## src/rtl/fetch_mrx_pkg.sv

```systemverilog
`default_nettype none
// ============================================================================
// Module      : fetch_mrx_pkg
// Description : Shared constants, state encodings and helpers for the
//               multi-channel fetch receiver (fetch_mrx / fetch_rx_ch).
// Revision    : 1.0 - initial multi-channel release
// ============================================================================
package fetch_mrx_pkg;

    // First byte of every frame.
    localparam logic [7:0]  HDR_BYTE = 8'hA5;

    // Bit value replicated across a word when a channel times out.
    localparam logic        FILL_BIT = 1'b1;

    // Shortest usable bit period; smaller programmed values are raised to this.
    localparam logic [19:0] TBIT_MIN = 20'd4;

    typedef enum logic [2:0] {
        ST_IDLE = 3'd0,
        ST_HDR  = 3'd1,
        ST_WAIT = 3'd2,
        ST_BYTE = 3'd3,
        ST_DONE = 3'd4
    } pkt_state_t;

    typedef enum logic [1:0] {
        RX_IDLE  = 2'd0,
        RX_START = 2'd1,
        RX_DATA  = 2'd2
    } rx_state_t;

    function automatic logic [19:0] clamp_tbit(input logic [19:0] p);
        return (p < TBIT_MIN) ? TBIT_MIN : p;
    endfunction

endpackage
`default_nettype wire

```

## src/rtl/fetch_rx_ch.sv

```systemverilog
`default_nettype none
// ============================================================================
// Module      : fetch_rx_ch
// Description : One asynchronous serial receiver: 2-FF synchroniser,
//               start-bit qualification, mid-bit sampling, LSB-first shift
//               register and stop-bit check.
// Ports       : clk_sys, rst_n   - clock / async active-low reset
//               tbit_period_i    - clk_sys cycles per bit (clamped to >= 4)
//               rx_i             - raw serial line, idle high
//               word_done_o      - one-cycle pulse, word_o valid that cycle
//               word_o           - last received word
// Revision    : 1.0 - initial multi-channel release
// ============================================================================
module fetch_rx_ch
    import fetch_mrx_pkg::*;
#(
    parameter int WORD_W = 16
) (
    input  logic              clk_sys,
    input  logic              rst_n,
    input  logic [19:0]       tbit_period_i,
    input  logic              rx_i,
    output logic              word_done_o,
    output logic [WORD_W-1:0] word_o
);

    localparam int BCW = $clog2(WORD_W + 1);

    logic              rx_s1_q, rx_s2_q, rx_prev_q;
    rx_state_t         st_q;
    logic [19:0]       cnt_q;
    logic [BCW-1:0]    bit_q;
    logic [WORD_W-1:0] shift_q;
    logic              done_q;

    logic [19:0]       w_tbit;
    logic [19:0]       w_half;

    assign w_tbit = clamp_tbit(tbit_period_i);
    assign w_half = {1'b0, w_tbit[19:1]};

    always_ff @(posedge clk_sys or negedge rst_n) begin
        if (!rst_n) begin
            rx_s1_q   <= 1'b1;
            rx_s2_q   <= 1'b1;
            rx_prev_q <= 1'b1;
            st_q      <= RX_IDLE;
            cnt_q     <= '0;
            bit_q     <= '0;
            shift_q   <= '0;
            done_q    <= 1'b0;
        end else begin
            rx_s1_q   <= rx_i;
            rx_s2_q   <= rx_s1_q;
            rx_prev_q <= rx_s2_q;
            done_q    <= 1'b0;
            case (st_q)
                RX_IDLE: begin
                    if (rx_prev_q && !rx_s2_q) begin
                        st_q  <= RX_START;
                        cnt_q <= '0;
                    end
                end
                RX_START: begin
                    // Half a bit after the edge: still low means a real start.
                    if (cnt_q == w_half - 20'd1) begin
                        cnt_q <= '0;
                        bit_q <= '0;
                        st_q  <= rx_s2_q ? RX_IDLE : RX_DATA;
                    end else begin
                        cnt_q <= cnt_q + 20'd1;
                    end
                end
                RX_DATA: begin
                    if (cnt_q == w_tbit - 20'd1) begin
                        cnt_q <= '0;
                        if (bit_q == BCW'(WORD_W)) begin
                            // Stop bit: low is a framing error, word silently dropped.
                            done_q <= rx_s2_q;
                            st_q   <= RX_IDLE;
                        end else begin
                            shift_q <= {rx_s2_q, shift_q[WORD_W-1:1]};
                            bit_q   <= bit_q + 1'b1;
                        end
                    end else begin
                        cnt_q <= cnt_q + 20'd1;
                    end
                end
                default: st_q <= RX_IDLE;
            endcase
        end
    end

    assign word_done_o = done_q;
    assign word_o      = shift_q;

endmodule
`default_nettype wire

```

## src/rtl/fetch_mrx.sv

```systemverilog
`default_nettype none
// ============================================================================
// Module      : fetch_mrx
// Description : NCH-channel serial receiver with one-word holding buffers and
//               a packetizer that emits A5 followed by len_pkg words from each
//               enabled channel (MSB byte first) per fire_sync.
// Ports       : clk_sys, rst_n        - clock / async active-low reset
//               fire_sync             - frame start pulse (honoured in IDLE)
//               tbit_period, len_pkg  - bit period, words per channel
//               ch_en, rx             - channel mask, serial lines
//               pkg_data/vld/frm      - framed byte stream
//               ovf_flag, tmo_flag    - sticky per-channel flags
//               flag_clr              - clears both flag vectors
// Revision    : 1.0 - initial multi-channel release
// ============================================================================
module fetch_mrx
    import fetch_mrx_pkg::*;
#(
    parameter int NCH     = 2,
    parameter int WORD_W  = 16,
    parameter int TMO_CYC = 1000000
) (
    input  logic           clk_sys,
    input  logic           rst_n,
    input  logic           fire_sync,
    input  logic [19:0]    tbit_period,
    input  logic [15:0]    len_pkg,
    input  logic [NCH-1:0] ch_en,
    input  logic [NCH-1:0] rx,
    output logic [7:0]     pkg_data,
    output logic           pkg_vld,
    output logic           pkg_frm,
    output logic [NCH-1:0] ovf_flag,
    output logic [NCH-1:0] tmo_flag,
    input  logic           flag_clr
);

    localparam int CHW = (NCH > 1) ? $clog2(NCH) : 1;
    localparam int NB  = WORD_W / 8;
    localparam int BCW = $clog2(NB + 1);

    logic [NCH-1:0]    w_done;
    logic [WORD_W-1:0] w_word [NCH];

    generate
        for (genvar g = 0; g < NCH; g++) begin : g_ch
            fetch_rx_ch #(.WORD_W(WORD_W)) u_rx (
                .clk_sys       (clk_sys),
                .rst_n         (rst_n),
                .tbit_period_i (tbit_period),
                .rx_i          (rx[g]),
                .word_done_o   (w_done[g]),
                .word_o        (w_word[g])
            );
        end
    endgenerate

    logic [WORD_W-1:0] buf_q [NCH];
    logic [NCH-1:0]    bvld_q, ovf_q, tmo_q;

    pkt_state_t        st_q;
    logic [7:0]        data_q;
    logic              vld_q, frm_q;
    logic [NCH-1:0]    mask_q;
    logic [15:0]       len_q, widx_q;
    logic [CHW-1:0]    ch_q;
    logic [31:0]       tmo_cnt_q;
    logic [WORD_W-1:0] word_q;
    logic [BCW-1:0]    bcnt_q;

    logic              w_hit, w_tmo;
    logic [NCH-1:0]    w_consume, w_tmo_set, w_ovf_set;
    logic [WORD_W-1:0] w_cap;
    logic [CHW-1:0]    w_first_ch, w_next_ch;
    logic              w_next_vld;

    assign w_hit = bvld_q[ch_q];
    assign w_tmo = (tmo_cnt_q == 32'(TMO_CYC - 1));
    assign w_cap = w_hit ? buf_q[ch_q] : {WORD_W{FILL_BIT}};

    always_comb begin
        w_consume = '0;
        w_tmo_set = '0;
        if (st_q == ST_WAIT) begin
            if (w_hit)      w_consume[ch_q] = 1'b1;
            else if (w_tmo) w_tmo_set[ch_q] = 1'b1;
        end
        // A completing word overflows only if the old one is not leaving now.
        w_ovf_set = w_done & bvld_q & ~w_consume;
    end

    // Lowest enabled channel, and the next enabled channel above ch_q.
    always_comb begin
        w_first_ch = '0;
        w_next_ch  = '0;
        w_next_vld = 1'b0;
        for (int i = NCH - 1; i >= 0; i--) begin
            if (mask_q[i]) w_first_ch = CHW'(i);
            if (mask_q[i] && (CHW'(i) > ch_q)) begin
                w_next_ch  = CHW'(i);
                w_next_vld = 1'b1;
            end
        end
    end

    always_ff @(posedge clk_sys or negedge rst_n) begin
        if (!rst_n) begin
            for (int i = 0; i < NCH; i++) buf_q[i] <= '0;
            bvld_q <= '0;
            ovf_q  <= '0;
            tmo_q  <= '0;
        end else begin
            for (int i = 0; i < NCH; i++) begin
                if (w_done[i] && !w_ovf_set[i]) begin
                    buf_q[i]  <= w_word[i];
                    bvld_q[i] <= 1'b1;
                end else if (w_consume[i]) begin
                    bvld_q[i] <= 1'b0;
                end
            end
            // Clear has priority, so a set on the clearing cycle is lost.
            ovf_q <= flag_clr ? '0 : (ovf_q | w_ovf_set);
            tmo_q <= flag_clr ? '0 : (tmo_q | w_tmo_set);
        end
    end

    // Outputs are registered with the state they belong to.
    always_ff @(posedge clk_sys or negedge rst_n) begin
        if (!rst_n) begin
            st_q      <= ST_IDLE;
            data_q    <= '0;
            vld_q     <= 1'b0;
            frm_q     <= 1'b0;
            mask_q    <= '0;
            len_q     <= '0;
            widx_q    <= '0;
            ch_q      <= '0;
            tmo_cnt_q <= '0;
            word_q    <= '0;
            bcnt_q    <= '0;
        end else begin
            case (st_q)
                ST_IDLE: begin
                    if (fire_sync) begin
                        mask_q <= ch_en;
                        len_q  <= len_pkg;
                        data_q <= HDR_BYTE;
                        vld_q  <= 1'b1;
                        frm_q  <= 1'b1;
                        st_q   <= ST_HDR;
                    end
                end
                ST_HDR: begin
                    vld_q <= 1'b0;
                    if (len_q == 16'd0 || mask_q == '0) begin
                        frm_q <= 1'b0;
                        st_q  <= ST_DONE;
                    end else begin
                        ch_q      <= w_first_ch;
                        widx_q    <= '0;
                        tmo_cnt_q <= '0;
                        st_q      <= ST_WAIT;
                    end
                end
                ST_WAIT: begin
                    if (w_hit || w_tmo) begin
                        data_q <= w_cap[WORD_W-1 -: 8];
                        word_q <= w_cap << 8;
                        bcnt_q <= BCW'(1);
                        vld_q  <= 1'b1;
                        st_q   <= ST_BYTE;
                    end else begin
                        tmo_cnt_q <= tmo_cnt_q + 32'd1;
                    end
                end
                ST_BYTE: begin
                    if (bcnt_q != BCW'(NB)) begin
                        data_q <= word_q[WORD_W-1 -: 8];
                        word_q <= word_q << 8;
                        bcnt_q <= bcnt_q + 1'b1;
                    end else begin
                        vld_q     <= 1'b0;
                        tmo_cnt_q <= '0;
                        if (w_next_vld) begin
                            ch_q <= w_next_ch;
                            st_q <= ST_WAIT;
                        end else begin
                            ch_q   <= w_first_ch;
                            widx_q <= widx_q + 16'd1;
                            if (widx_q + 16'd1 == len_q) begin
                                frm_q <= 1'b0;
                                st_q  <= ST_DONE;
                            end else begin
                                st_q  <= ST_WAIT;
                            end
                        end
                    end
                end
                ST_DONE: st_q <= ST_IDLE;
                default: st_q <= ST_IDLE;
            endcase
        end
    end

    assign pkg_data = data_q;
    assign pkg_vld  = vld_q;
    assign pkg_frm  = frm_q;
    assign ovf_flag = ovf_q;
    assign tmo_flag = tmo_q;

endmodule
`default_nettype wire
```

## config.mk

```make
export PLATFORM = sky130hd
export DESIGN_NAME = fetch_mrx
export DESIGN_NICKNAME = d
export VERILOG_FILES = /design/src/rtl/fetch_mrx_pkg.sv /design/src/rtl/fetch_rx_ch.sv /design/src/rtl/fetch_mrx.sv
export SDC_FILE = /design/constraint.sdc
export NUM_CORES = 1
export LEC_CHECK = 0
export ABC_AREA = 1
export CORE_MARGIN = 2
export CORE_UTILIZATION = 65
export CTS_CLUSTER_SIZE = 12
export DETAILED_ROUTE_END_ITERATION = 10
export HOLD_SLACK_MARGIN = 0.08
export PLACE_DENSITY = 0.84
export SYNTH_ARGS = -nofsm -noshare
export SYNTH_HDL_FRONTEND = slang
export SYNTH_HIERARCHICAL = 1
export SYNTH_SLANG_ARGS = --single-unit
```

## constraint.sdc

```tcl
create_clock -name clk_sys -period 5.65 [get_ports clk_sys]
set_input_delay 1.695 -clock clk_sys [delete_from_list [all_inputs] [get_ports clk_sys]]
set_output_delay 1.695 -clock clk_sys [all_outputs]
set_load 0.01 [all_outputs]
```

-- After elaboration in Yosys (flattened, before gate mapping)
Cells that the tools add are included.
- memory bits (read-only): 0
- memories kept: 0
- logic and storage cells: 235
- bits in writable memories: 0
- latch bits: 0
- input port bits: 44
- output and inout bits: 14
- register bits: 230
- equality and inequality tests: 35
- shift operators: 0
- reduce and logical (&&, ||, !) cells: 47
- multipliers: 0
- add/subtract/negate cells: 9
- magnitude comparators: 6
- multiplexer cells: 97
- bitwise logic cells: 8
- divide/modulo/power cells: 0
- operators with widths (kind ; count):
    16-bit two-way mux ; 9
    20-bit two-way mux ; 7
    20-bit one-hot mux with 3 select lines ; 2
    32-bit two-way mux ; 3
    32-bit one-hot mux with 3 select lines ; 1
    20-bit equality test ; 4
    16-bit one-hot mux with 2 select lines ; 2
    20-bit by 1-bit adder with 20-bit output, second input constant ; 2
    2-bit two-way mux ; 19
    32-bit by 1-bit adder with 32-bit output, second input constant ; 1
    32-bit by 20-bit equality test with 1-bit output, second input constant ; 1
    4-bit AND reduction ; 8
    5-bit two-way mux ; 6
    1-bit two-way mux ; 28
    8-bit two-way mux ; 3
    8-bit one-hot mux with 3 select lines ; 1
    2-bit inequality test, second input constant ; 11
    20-bit by 3-bit less-than comparator with 1-bit output, second input constant ; 1
    5-bit one-hot mux with 2 select lines ; 2
    19-bit by 1-bit subtractor with 20-bit output, second input constant ; 1
    20-bit by 1-bit subtractor with 20-bit output, second input constant ; 1
    3-bit two-way mux ; 6
    2-bit by 1-bit inequality test with 1-bit output, second input constant ; 9
    16-bit by 1-bit adder with 16-bit output, second input constant ; 1
    other kinds (36) ; 73

-- Logic depth before layout (Yosys ltp)
- word-level depth: 11
- gate-level depth with buffers: 24
- gate-level depth less buffers: 23

-- Cells and area by module
The synthesis kept the hierarchy.
- modules (own cells, without submodules) (module ; cells each ; area each (um^2) ; instances ; sequential area each (um^2)):
    fetch_mrx ; 888 ; 7093.1 ; 1 ; 3203.1
    fetch_rx_ch (g_ch[1].u_rx) ; 579 ; 4055.1 ; 1 ; 1179.9
    fetch_rx_ch (g_ch[0].u_rx) ; 581 ; 3996.3 ; 1 ; 1179.9

-- Worst setup path before layout
Ideal clock, no wire load.
- kind: input to register
- start point: input tbit_period[16]
- end point: register g_ch[1].u_rx.cnt_q[5]
- slack: 1317 ps
- setup time: 128 ps
- data arrival time: 4205 ps
- required time: 5522 ps
- stages on the path: 21
- buffers on the path: 2
- cells stage by stage: buf_6 nor2_2 nand2_1 nor2_4 nand2_4 nand2_1 ha_1 nand2_2 nor3_4 nand2_1 nor2_1 nand2_1 xor2_1 nand4_1 nor2_4 nand3_4 nand2_2 nand2_4 buf_6 nand3_1 o21ai_1
- longest elaborated chain between the ends: 6
- elaborated cells on any way between the ends: 9
- classes of those cells: 2 x add/sub; 1 x order compare; 2 x eq/ne; 4 x mux
- RTL lines (item ; RTL line ; source):
    start, declared ; fetch_mrx.sv:26 ; input logic [19:0] tbit_period,
    20-bit by 3-bit less-than comparator with 1-bit output ; fetch_mrx_pkg.sv:34 ; return (p < TBIT_MIN) ? TBIT_MIN : p;
    20-bit two-way mux (*) ; fetch_mrx_pkg.sv:34 ;
    20-bit by 1-bit subtractor with 20-bit output or 19-bit by 1-bit subtractor with 20-bit output (tied branches) ; fetch_rx_ch.sv:75, fetch_rx_ch.sv:66 ;
    20-bit equality test, on equally long branches ; fetch_rx_ch.sv:75, fetch_rx_ch.sv:66 ;
    20-bit two-way mux, on equally long branches ; fetch_rx_ch.sv:75, fetch_rx_ch.sv:66 ;
    20-bit one-hot mux with 3 select lines (*) ; fetch_rx_ch.sv:57 ; case (st_q)
    end signal, assigned ; fetch_rx_ch.sv:71 ; cnt_q <= cnt_q + 20'd1;
    end signal, assigned ; fetch_rx_ch.sv:86 ; cnt_q <= cnt_q + 20'd1;
    end, declared ; fetch_rx_ch.sv:31 ; logic [19:0] cnt_q;
Every way passes the cells marked *; elsewhere a longest branch is shown, timed or not.
A chain may end at the register's enable or synchronous reset.

-- Final worst setup path
- start point: input tbit_period[19]
- end point: register g_ch[1].u_rx.shift_q[5]
- longest elaborated chain between the ends: 5
- RTL lines (item ; RTL line ; source):
    20-bit by 3-bit less-than comparator with 1-bit output ; fetch_mrx_pkg.sv:34 ;
    20-bit two-way mux (*) ; fetch_mrx_pkg.sv:34 ;
    20-bit by 1-bit subtractor with 20-bit output (*) ; fetch_rx_ch.sv:75 ; if (cnt_q == w_tbit - 20'd1) begin
    20-bit equality test (*) ; fetch_rx_ch.sv:75 ;
    3-bit AND reduction (no line) (*) ; - ;
    end signal, assigned ; fetch_rx_ch.sv:82 ; shift_q <= {rx_s2_q, shift_q[WORD_W-1:1]};
    end, declared ; fetch_rx_ch.sv:33 ; logic [WORD_W-1:0] shift_q;
Marks and branches as above.

==> flow_summary.yaml <==
outcome:
  status: "finished, final reports clean"
placement:
  gp_congestion: 1.021
  portBuffers: 57
  dp_hpwl_mm: 27.85
  placed_cell_area_sq_um: 15910
  dp_cells: 2375
power:
  ir_drop_v: 0.0002146
  leakagePower_uw: 0.007825
  power.density_nw_per_um2: 231.2
sta:
  setup-tns-final_ns: 0
  timing.final.crit_period_ns: 5.055
  max_slew_margin_pct: 30.23
  rsz0062_at_grt: "false"
  hold_viol: 0
  worst-slew-pin-transition_ns: 1.047
  fin_crit_sh_pct: 89.46
  setup_viol: 0
  fmax_ghz: 0.1978
  drv_slew: 0
  finClkSkew_ns: 0.02046
logic_synthesis:
  synth_edf_count: 0
  synthDistinctLibCells: 55
  seq_area_frac_synth_pct: 36.73
  synth.avg_cell_area_sq_um: 7.395
  syn_nets: 2111
  netlist_instances: 2048
  synth_ff_type: "dfrtp_1"
  post_synth_instance_area_sq_um: 15140
  synth-seq-cells: 222
  yosys_warnings: 6
  postSynth.asyncResetShare_pct: 100.0
clock_tree:
  htreeDepth: 1
  path_clk_slew_ns: 0.06
  post-cts-setup-buffer-count: 0
  cts_tree: "done"
  cts_resized: 0
  cts-buffers-inserted: 24
  clock-root-buffer: "clkbuf_16"
  cts_hold_buf: 0
  clock_latency_ns: 0.52
  cts.sinks: 222
  cts_buffer_depth: 3
die:
  initial_core_util_pct: 66.49
  coreArea_sq_um: 22780
  die-area_sq_um: 24540
  die_w_microns: 156.6
  ios: 58
  die_h_microns: 156.6
  num_rows: 55
worst_setup_path:
  critPathArrivalTime_ns: 5.46
  critPathLaunchType: "input pin"
  r2r_setup_slack_ns: 2.05
  cp-end-kind: "flop"
  crit_family: "simple AND/OR/NAND/NOR gates"
  slowest_stage: "clkdlybuf4s50_1"
  crit_required_ns: 6.05
  path_cells: "clkdlybuf4s50_1 > nor2_1 > nand2_1 > nor2_4 > nand2_4 > nand2_1 > ha_1 > nand2_2 > nor3_4 > nand2_1 > nor2_1 > nand2_1 > xor2_1 > nand4_1 > nor2_4 > nand3_4 > nor2_8 > nand2_4 > nand2_1 > nand2_1"
  worst-path-buf-inv: 1
  cp_max_fo: 17
  slowest_delay_ns: 0.65
  cp_common_cell: "nand2_1"
  critical_path_class: "in2reg"
final_layout:
  antenna_cells: 0
  fin_area_sq_um: 16640
  drive_gt1_share_pct: 9.791
  fin_nets: 2151
  syn_to_final_growth_pct: 9.906
  instances_no_fill: 2417
  utilization_pct: 73.07
drt:
  ant_nets: 0
  routedWlPerCell_microns: 15.72
  wl_mm: 38.01
  drcViolationCount: 0
  via_count: 13740
  first_pass_iters: 5
  drt_iter0_drc: 1161
  via_per_inst: 5.683
global_routing:
  antenna_found_initial: 0
  grt_pass1_vias: 12980
  grt_use_total_pct: 31.46
  grt_overflow: 0
  grt_pass1_wl_mm: 62.99
  grt_max_degree: 138
flow_run:
  cap_viol_max_count: 0
min_path:
  min_path_type: "reg2reg"
==> through the flow <==
step / power, uW / hold WS [ns] / setup WS (ns)
after floorplan: 2181 / 0.3452 / 1.317
final: 3848 / 0.3583 / 0.5954
after global placement: 2386 / 0.3459 / 0.2156
after global routing: 4036 / 0.3648 / 0.2823
after detailed placement: 2413 / 0.3468 / 0.1188
after CTS: 3875 / 0.3589 / 0.6469
==> worst paths after layout <==
check / startpoint / endpoint / depth (start not counted)
min: g_ch[1].u_rx/rx_s1_q / g_ch[1].u_rx/rx_s2_q / 0
max in group asynchronous: rst_n / buf_q[24] / 2
max reg2reg: ch_q / tmo_cnt_q[15] / 10
min in group asynchronous: rst_n / widx_q[8] / 1
min reg2reg: g_ch[1].u_rx/rx_s1_q / g_ch[1].u_rx/rx_s2_q / 0
max: tbit_period[19] / g_ch[1].u_rx/word_o[5] / 20
==> cells by family after synthesis <==
group | share of synthesized area (%)
buffers and inverters | 7.783
muxes | 2.379
DFF | 36.73
and+or+nand+nor | 34.91
AOI/OAI and AO/OA | 7.113
adders and majority gates | 1.570
xor gates and xnor gates | 9.509
==> cell usage in the layout (no fill, tap or decap), drive strengths merged, types with 13 or more instances in the layout <==
cell type	instances
buf	24
mux2	32
clkbuf	37
xor2	103
xnor2	46
dfrtp	216
inv	212
o21ai	133
nand3	216
nor3	36
nand4	49
ha	19
a21oi	22
a31oi	13
clkdlybuf4s50	56
nand2	602
nor2	224
==> report_power, final <==
group	internal (uW)	leakage [uW]	switching, uW
clock	839	0.000354	621
sequential	1630	0.00300	44.6
combinational	220	0.00447	492
total	2690	0.00783	1160
==> worst reg2reg max path: cells and delay by family, from the launching register on <==
kind            cells  cell delay (ns)
compound gates      2             0.20
flops               1             0.77
buf+inv             2             1.10
simple gates        6             1.44
==> flip-flops by register name (all words and copies together) (netlist names), 10 cells and up <==
signal	cells
buf_q	32
widx_q	16
tmo_cnt_q	32
g_ch.u_rx/bit_q	10
len_q	16
g_ch.u_rx/word_o	32
g_ch.u_rx/cnt_q	40
==> Yosys cell counts, drive strengths merged, types with 5 or more instances <==
master,instances,area (sq um)
a211oi,6,45.04
a21oi,22,121.4
a31oi,13,96.34
buf,36,261.5
clkbuf,30,112.6
dfrtp,216,5405
dfstp,6,157.7
ha,19,237.7
inv,212,800.8
mux2,32,360.4
nand2,602,2342
nand3,216,1166
nand3b,5,37.54
nand4,49,327.8
nor2,224,1066
nor3,36,201.5
nor4,12,90.09
o21ai,133,710.7
o21bai,5,37.54
or2,7,43.79
xnor2,46,402.9
xnor3,6,135.1
xor2,103,902.1
==> area by class of cell <==
class                           instances  area, sq um
Inverter                              213        804.5
Clock inverter                          5        42.54
Multi-Input combinational cell       1547         8406
Tap cell                              313        391.6
Clock buffer                           37        689.4
Fill cell                            1817         6133
Sequential cell                       222         5563
Timing Repair Buffer                   80        748.2
==> layer usage <==
layer / GRT usage (%) / share of wire, % / vias up
met1: 41.46 / 42 / 6474
met3: 3.240 / 5.8 / 91
met5: 0 / 0 / -
met2: 55.28 / 50 / 480
li1: - / - / 6690
met4: 8.825 / 2.5 / 0
No activity file was read; power rests on OpenSTA's default activity.
